### src/rtl/cosim_vec_driver.sv
// Co-simulation vector driver: drives one stimulus vector into a DUT, waits SETTLE
// cycles, checks that the DUT echoed it unchanged, and reports the per-bit difference.
module cosim_vec_driver #(
    parameter int WIDTH  = 128,
    parameter int SETTLE = 2
) (
    input  logic             clk,
    input  logic             rst,
    input  logic             s_valid,
    output logic             s_ready,
    input  logic [WIDTH-1:0] s_data,
    output logic [WIDTH-1:0] drv,
    input  logic [WIDTH-1:0] obs,
    output logic             r_valid,
    input  logic             r_ready,
    output logic             r_mismatch,
    output logic [WIDTH-1:0] r_diff,
    output logic [15:0]      err_count,
    output logic             busy
);

    typedef enum logic [1:0] {IDLE, DRIVE, REPORT} state_t;

    localparam logic [3:0] LAST = 4'(SETTLE - 1);

    state_t             state_q, state_d;
    logic [WIDTH-1:0]   drv_q, drv_d;
    logic [3:0]         cnt_q, cnt_d;
    logic [WIDTH-1:0]   diff_q, diff_d;
    logic               mis_q, mis_d;
    logic [15:0]        err_q, err_d;
    logic [WIDTH-1:0]   obs_x;

    assign obs_x = obs ^ drv_q;

    always_comb begin
        state_d = state_q;
        drv_d   = drv_q;
        cnt_d   = cnt_q;
        diff_d  = diff_q;
        mis_d   = mis_q;
        err_d   = err_q;
        case (state_q)
            IDLE: begin
                if (s_valid) begin
                    drv_d   = s_data;
                    cnt_d   = 4'd0;
                    state_d = DRIVE;
                end
            end
            DRIVE: begin
                // obs is only looked at on the final settle edge
                if (cnt_q == LAST) begin
                    diff_d  = obs_x;
                    mis_d   = |obs_x;
                    if (|obs_x && err_q != 16'hFFFF)
                        err_d = err_q + 16'd1;
                    state_d = REPORT;
                end else begin
                    cnt_d = cnt_q + 4'd1;
                end
            end
            REPORT: begin
                if (r_ready)
                    state_d = IDLE;
            end
            default: state_d = IDLE;
        endcase
    end

    always_ff @(posedge clk) begin
        if (rst) begin
            state_q <= IDLE;
            drv_q   <= '0;
            cnt_q   <= 4'd0;
            diff_q  <= '0;
            mis_q   <= 1'b0;
            err_q   <= 16'd0;
        end else begin
            state_q <= state_d;
            drv_q   <= drv_d;
            cnt_q   <= cnt_d;
            diff_q  <= diff_d;
            mis_q   <= mis_d;
            err_q   <= err_d;
        end
    end

    assign s_ready    = (state_q == IDLE);
    assign r_valid    = (state_q == REPORT);
    assign busy       = (state_q != IDLE);
    assign drv        = drv_q;
    assign r_diff     = diff_q;
    assign r_mismatch = mis_q;
    assign err_count  = err_q;

endmodule

### config.mk
export PLATFORM = sky130hd
export DESIGN_NAME = cosim_vec_driver
export DESIGN_NICKNAME = d
export VERILOG_FILES = /design/src/rtl/cosim_vec_driver.sv
export SDC_FILE = /design/constraint.sdc
export NUM_CORES = 1
export LEC_CHECK = 0
export CELL_PAD_IN_SITES_DETAIL_PLACEMENT = 1
export CELL_PAD_IN_SITES_GLOBAL_PLACEMENT = 2
export CORE_UTILIZATION = 22
export CTS_BUF_LIST = sky130_fd_sc_hd__clkbuf_4
export DETAILED_ROUTE_END_ITERATION = 12
export GPL_ROUTABILITY_DRIVEN = 0
export PLACE_DENSITY_LB_ADDON = 0.1
export SLEW_MARGIN = 40
export SYNTH_ARGS = -nofsm -noshare
export SYNTH_HDL_FRONTEND = slang
export SYNTH_SLANG_ARGS = --single-unit
### constraint.sdc
create_clock -name clk -period 4.19 [get_ports clk]
set_clock_uncertainty 0.15 [all_clocks]
set_input_delay 1.257 -clock clk [delete_from_list [all_inputs] [get_ports clk]]
set_output_delay 1.257 -clock clk [all_outputs]
set_load 0.05 [all_outputs]
Word level (Yosys, flattened, before mapping)
Cells that the tools add are included.
{"block": "totals", "register_bits": 279, "inputBits": 260, "wordCells": 34}
{"block": "op_classes", "n_addsub": 2, "eq_ne": 8, "mux": 7, "bitwise_logic": 1, "n_reduce_logical": 10}
{"cell": "128-bit OR reduction", "n": 1}
{"cell": "128-bit bitwise XOR", "n": 1}
{"cell": "16-bit by 1-bit adder with 16-bit output (second input constant)", "n": 1}
{"cell": "16-bit != test (second input constant)", "n": 1}
{"cell": "3-bit AND reduction", "n": 3}
{"cell": "4-bit 2-to-1 mux", "n": 2}
{"cell": "4-bit case mux with 2 select lines", "n": 1}
{"cell": "2-bit 2-to-1 mux", "n": 3}
{"cell": "2-bit != test (second input constant)", "n": 3}
{"cell": "2-bit case mux with 3 select lines", "n": 1}
{"cell": "4-bit by 1-bit adder with 4-bit output (second input constant)", "n": 1}
{"cell": "4-bit by 1-bit == test with 1-bit output (second input constant)", "n": 1}
{"cell": "2-bit AND reduction", "n": 2}
{"cell": "2-bit nonzero test", "n": 2}
{"cell": "2-bit by 1-bit == test with 1-bit output (second input constant)", "n": 1}
{"cell": "2-bit == test (second input constant)", "n": 1}
{"cell": "2-bit logical NOT", "n": 1}
{"cell": "2-bit by 1-bit != test with 1-bit output (second input constant)", "n": 1}
{"cell": "1-bit logical AND", "n": 1}

Logic depth before layout (Yosys ltp)
Gate-level depths: netlist of run 1.
{"block": "depth", "ltp_word": 4, "depth_mapped": 9}

Worst setup path before layout of run 1
OpenSTA, ideal clock, no wires.
{"block": "synth_timing", "path_type": "input -> register", "from": "in obs[80]", "to": "reg err_q[2] (netlist: err_count[2])", "arrival_ns": 3.484, "required_time_ns": 3.919, "setup_slack_ns": 0.434, "path_stages": 8, "n_path_buf": 1, "cell_sequence": "xor2_1 -> or4_1 -> or4_1 -> or4_4 -> o21ai_4 -> buf_6 -> nor2_1 -> mux2_4"}
{"block": "synth_between", "elab_chain_len": 4}
{"element": "start: declaration", "line": "13", "rtl": "input logic [WIDTH-1:0] obs,"}
{"element": "128-bit bitwise XOR", "line": "34", "rtl": "assign obs_x = obs ^ drv_q;"}
{"element": "128-bit OR reduction", "line": "56", "rtl": "if (|obs_x && err_q != 16'hFFFF)"}
{"element": "1-bit logical AND", "line": "56"}
{"element": "3-bit AND reduction (no line)"}
{"element": "end signal: assignment", "line": "85", "rtl": "err_q <= err_d;"}
{"element": "end: declaration", "line": "31", "rtl": "logic [15:0] err_q, err_d;"}
No other way between the ends.
A chain may end at the register's enable or synchronous reset.

Final worst setup path of run 1
{"block": "layout_timing", "from": "reg state_q[1]", "to": "out s_ready"}
{"block": "layout_between", "elab_chain_len": 1}
{"element": "start: declaration", "line": "26", "rtl": "state_t state_q, state_d;"}
{"element": "start signal: assignment", "line": "80", "rtl": "state_q <= state_d;"}
{"element": "2-bit logical NOT", "line": "89", "rtl": "assign s_ready = (state_q == IDLE);"}
{"element": "end: declaration", "line": "10", "rtl": "output logic s_ready,"}
No other way between the ends.

==> impl_metrics.json, run 1 <==
{
  "powerDensity_nw_per_um2": 398,
  "clk_latency_ns": 0.83,
  "num_rows": 82,
  "hold_start": "drv[116]",
  "grt_use_total_pct": 20.5,
  "clk_pin_slew_ns": 0.05,
  "worstHoldPathCells": 2,
  "overflow": 0,
  "final_common_cell": "clkdlybuf4s50_1",
  "r2r-end": "err_count[2]",
  "drtIter0Drc": 366,
  "period_needed_ns": 3.90,
  "final.setup.tns_ns": 0,
  "grt_max_degree": 91,
  "yosysTopAreaCell": "dfxtp_1",
  "synth.avg_cell_area_um2": 7.97,
  "rrSetupSlack_ns": 0.95,
  "setup_violations": 0,
  "nets": 2237,
  "synth_flop_cell": "dfxtp_1",
  "drive_above_1_share_pct": 8.77,
  "dpl.cell_count": 2557,
  "area_growth_pct": 65.9,
  "rr_startpoint": "drv[55]",
  "cts_setup_buffers": 0,
  "wl_per_cell_um": 20.2,
  "worstRegToRegCells": 10,
  "final_max_slew_viol_count": 0,
  "rsz0062_at_grt": "no",
  "fillers": 5991,
  "port_buffers": 535,
  "grt_pass1_wl_mm": 77.7,
  "crit_chain": "nor2_1, clkdlybuf4s50_1",
  "dieHeight_um": 227,
  "ant_nets": 0,
  "holdCritPathClass": "reg2reg",
  "criticalPathCategory": "reg2out",
  "start_util_pct": 22.3,
  "seq_area_um2": 5590,
  "cts.repair.resized": 0,
  "finalHoldViolCount": 0,
  "dieArea_um2": 51700,
  "cp_slowest_cell": "clkdlybuf4s50_1",
  "cp.required_ns": 2.78,
  "cts_buffer_depth": 3,
  "synth_warnings": 0,
  "cap_violations": 0,
  "routed_wl_mm": 54.6,
  "synth_seq_area_share_pct": 50.0,
  "worstPathArrival_ns": 2.49,
  "synthTopCellsByArea": "dfxtp_1 (50%), xor2_1 (9.3%), nand2_1 (9.0%), nor2_1 (8.7%), a21oi_1 (6.3%)",
  "ys_seq_elements": 279,
  "final_cell_mix": "clkdlybuf4s50_1 (534), dfxtp_1 (279), nand2_1 (266)",
  "p_leak_nw": 6.89,
  "core_um2": 50200,
  "syn-num-nets": 1664,
  "outcome": "finished, final reports clean",
  "crit_path_end_kind": "primary output",
  "clockRootBuffer": "clkbuf_4",
  "netlist-cell-type-count": 36,
  "fin_ws_ns": 0.289,
  "synth_edf_count": 0,
  "tightest_slew_ns": 0.758,
  "hold-path-endpoint": "drv[116]",
  "holdWs_ns": 0.330,
  "fp.dieW_um": 227,
  "dp_slack_ns": -0.486,
  "htreeDepth": 3,
  "drc": 0,
  "cts_hold_buf": 0,
  "netlist_area_um2": 11200,
  "startpoint_type": "flip-flop",
  "power_mw": 7.37,
  "antenna_found_initial": 11,
  "dpl.hpwl_mm": 40.2,
  "placed_area_um2": 17500,
  "viasPerCell": 4.37,
  "cp_max_fo": 4,
  "cts_tree": "yes",
  "ioPinCount": 536,
  "first_pass_iters": 4,
  "post-route-util_pct": 36.9,
  "cts_inserted_buffers": 87,
  "slew_headroom_pct": 49.5,
  "postLayoutCellArea_um2": 18500,
  "yosysTopAreaCellShare_pct": 50.0,
  "fmax_ghz": 0.256,
  "vias": 11800,
  "finalCritPeriodShare_pct": 93.1,
  "grt_pass1_vias": 12200,
  "cts.sinks": 279,
  "instances_no_fill": 2699,
  "critPathMaxStageDelay_ns": 0.92,
  "peakVddDrop_mv": 0.153,
  "synth_async_sr_flop_share_pct": 0,
  "synthCells": 1401,
  "multi_input_area_um2": 5250
}
## cells by family (layout without fill, tap and decap cells)
group,Yosys count,count (layout),synth area share [%]
AND/OR/NAND/NOR,722,722,27.6
XOR/XNOR,131,131,10.3
multiplexers,5,5,0.549
AO/OA/AOI/OAI,166,166,7.97
flip-flops,279,279,50.0
other,0,8,0
adder cells (fa/ha/maj),3,3,0.336
buffers and inverters,95,713,3.29
## state kept, by name (all words and copies together), names as in the netlist
signal      count
r_mismatch      1
drv           128
state_q         2
cnt_q           4
err_count      16
r_diff        128
## synth_stat cells (2+ instances only)
master      n
dfxtp_1   279
nand2_1   268
nor2_1    258
a21oi_1   140
nor3_1    121
xor2_1    119
clkbuf_1   88
nor4_1     27
a211oi_1   12
nand4_1    12
xnor2_1    12
or4_1      11
o31ai_1     7
nor2b_1     5
o21ai_1     5
inv_1       4
or3_1       4
and2_1      3
ha_1        3
nand3_1     3
and3_1      2
and4_1      2
mux2_4      2
mux2i_1     2
## routing by layer
layer	routed length (µm)	GRT usage, %	vias up
met5	23	0	-
met4	1490	7.62	4
met3	4930	8.56	88
met2	26000	33.9	369
met1	22100	23.5	5531
li1	-	-	5811
## cell type report
type | instances | share of cell area [%]
repair buffers | 575 | 31.2
flip-flops and latches | 279 | 30.1
multi-input cells | 1027 | 28.3
clock inverters | 19 | 0.952
diodes | 8 | 0.108
well taps | 672 | 4.54
inverters | 4 | 0.0810
clock buffers | 115 | 4.66
## how the worst max path moves through the flow
| stage | startpoint | end | slack [ns] |
|---|---|---|---|
| floorplan | obs[80] | err_count[2] | 0.43 |
| global placement | obs[55] | err_count[2] | -0.53 |
| detailed placement | obs[55] | err_count[2] | -0.49 |
| CTS | state_q[1] | s_ready | 0.13 |
| global route | state_q[1] | s_ready | 0.14 |
| finish | state_q[1] | s_ready | 0.29 |
## power by group
group | leakage (nW) | switching [mW] | internal (mW)
Sequential | 2.27 | 0.112 | 2.80
Combinational | 4.00 | 1.06 | 0.652
Clock | 0.617 | 1.26 | 1.49
## worst max-delay path: cells and delay by family (launching register included)
family        cells  cell delay (ns)
flops             1             0.31
simple gates      1             0.46
buf+inv           1             0.92
Note: power is estimated with default switching activity, not from simulation.
==> run 2: changes to the inputs <==
Clock period 4.19 ns to 4.1 ns, I/O delays scaled along.
==> run 2 against run 1 <==
Sequential share of layout area about the same; final cell count up 0.30%; setup slack worse by 0.11 ns; wire length decreased by 0.28%; core utilization hardly changed; first-iteration DRC count shrank 6.3%; largest power group unchanged; highest routed layer unchanged; critical endpoint unchanged.
==> impl_metrics.json, run 2 (synthesized netlist as in run 1, its figures left out) <==
{
  "finalCritPeriodShare_pct": 95.8,
  "p_leak_nw": 6.91,
  "final_cell_mix": "clkdlybuf4s50_1 (534), dfxtp_1 (279), nand2_1 (266)",
  "tightest_slew_ns": 0.753,
  "drive_above_1_share_pct": 9.47,
  "cp.required_ns": 2.72,
  "postLayoutCellArea_um2": 18500,
  "core_um2": 50200,
  "port_buffers": 535,
  "cts_setup_buffers": 0,
  "dieArea_um2": 51700,
  "criticalPathCategory": "reg2out",
  "final_max_slew_viol_count": 0,
  "clk_pin_slew_ns": 0.05,
  "rsz0062_at_grt": "no",
  "overflow": 0,
  "wl_per_cell_um": 20.1,
  "routed_wl_mm": 54.4,
  "cts.repair.resized": 0,
  "grt_max_degree": 82,
  "period_needed_ns": 3.93,
  "cts_buffer_depth": 3,
  "nets": 2250,
  "num_rows": 82,
  "powerDensity_nw_per_um2": 394,
  "clockRootBuffer": "clkbuf_4",
  "first_pass_iters": 4,
  "worstPathArrival_ns": 2.55,
  "startpoint_type": "flip-flop",
  "placed_area_um2": 17600,
  "vias": 11900,
  "fmax_ghz": 0.255,
  "crit_path_end_kind": "primary output",
  "grt_use_total_pct": 20.5,
  "post-route-util_pct": 36.9,
  "drc": 0,
  "holdCritPathClass": "reg2reg",
  "fp.dieW_um": 227,
  "ant_nets": 0,
  "drtIter0Drc": 343,
  "area_growth_pct": 65.8,
  "final.setup.tns_ns": 0,
  "ioPinCount": 536,
  "setup_violations": 0,
  "slew_headroom_pct": 49.8,
  "final_common_cell": "clkdlybuf4s50_1",
  "finalHoldViolCount": 0,
  "viasPerCell": 4.38,
  "holdWs_ns": 0.329,
  "power_mw": 7.29,
  "htreeDepth": 3,
  "dieHeight_um": 227,
  "clk_latency_ns": 0.79,
  "cts_tree": "yes",
  "outcome": "finished, final reports clean",
  "cts.sinks": 279,
  "cts_hold_buf": 0,
  "grt_pass1_wl_mm": 77.8,
  "cap_violations": 0,
  "grt_pass1_vias": 12300,
  "start_util_pct": 22.3,
  "cp_max_fo": 4,
  "dpl.hpwl_mm": 40.2,
  "cts_inserted_buffers": 87,
  "peakVddDrop_mv": 0.155,
  "antenna_found_initial": 11
}
==> run 2: cell types whose count changed in the layout (fill, tap and decap cells not counted), sizes merged <==
cell	before	now
clkbuf	115	118
clkinv	12	7
inv	7	8
buf	41	54
bufinv	4	0
==> run 2: layout make-up <==
cell class	instances	area, µm²
Clock inverter	11	42.5
Sequential cell	279	5590
Clock buffer	118	886
Inverter	4	15.0
Timing Repair Buffer	588	5870
Multi-Input combinational cell	1027	5260
Fill cell	5928	31700
Tap cell	672	841
Antenna cell	8	20.0
==> run 2: layer usage <==
layer	global-route usage, %	up-vias	routed length, µm
met5	0	-	40
met4	7.27	6	1390
met3	8.70	79	4920
met2	34.3	362	26200
met1	23.1	5593	21900
li1	-	5829	-
==> run 2: through the flow <==
step	setup WS, ns	instances
after CTS	0.0462	2699
after global placement	-0.728	2570
after global routing	0.0116	2705
after detailed placement	-0.359	2570
final	0.174	2707
after floorplan	0.371	1401
==> run 2: report_power, final <==
| group | switching [mW] | internal (mW) | total, mW |
|---|---|---|---|
| logic | 1.09 | 0.679 | 1.77 |
| registers | 0.115 | 2.86 | 2.97 |
| clock network | 1.26 | 1.30 | 2.56 |
==> run 2: worst paths after layout <==
check,end,slack [ns],cells past startpoint,start
max,s_ready,0.17,2,state_q[1]
min,drv[116],0.33,2,drv[116]
max reg2reg,err_count[2],0.97,9,drv[88]
min reg2reg,drv[116],0.33,2,drv[116]
==> run 2: worst max-delay path: stages (launching register included) <==
cell and delay, ns:
dfxtp_1 0.32, nor2_1 0.54, clkdlybuf4s50_1 0.94
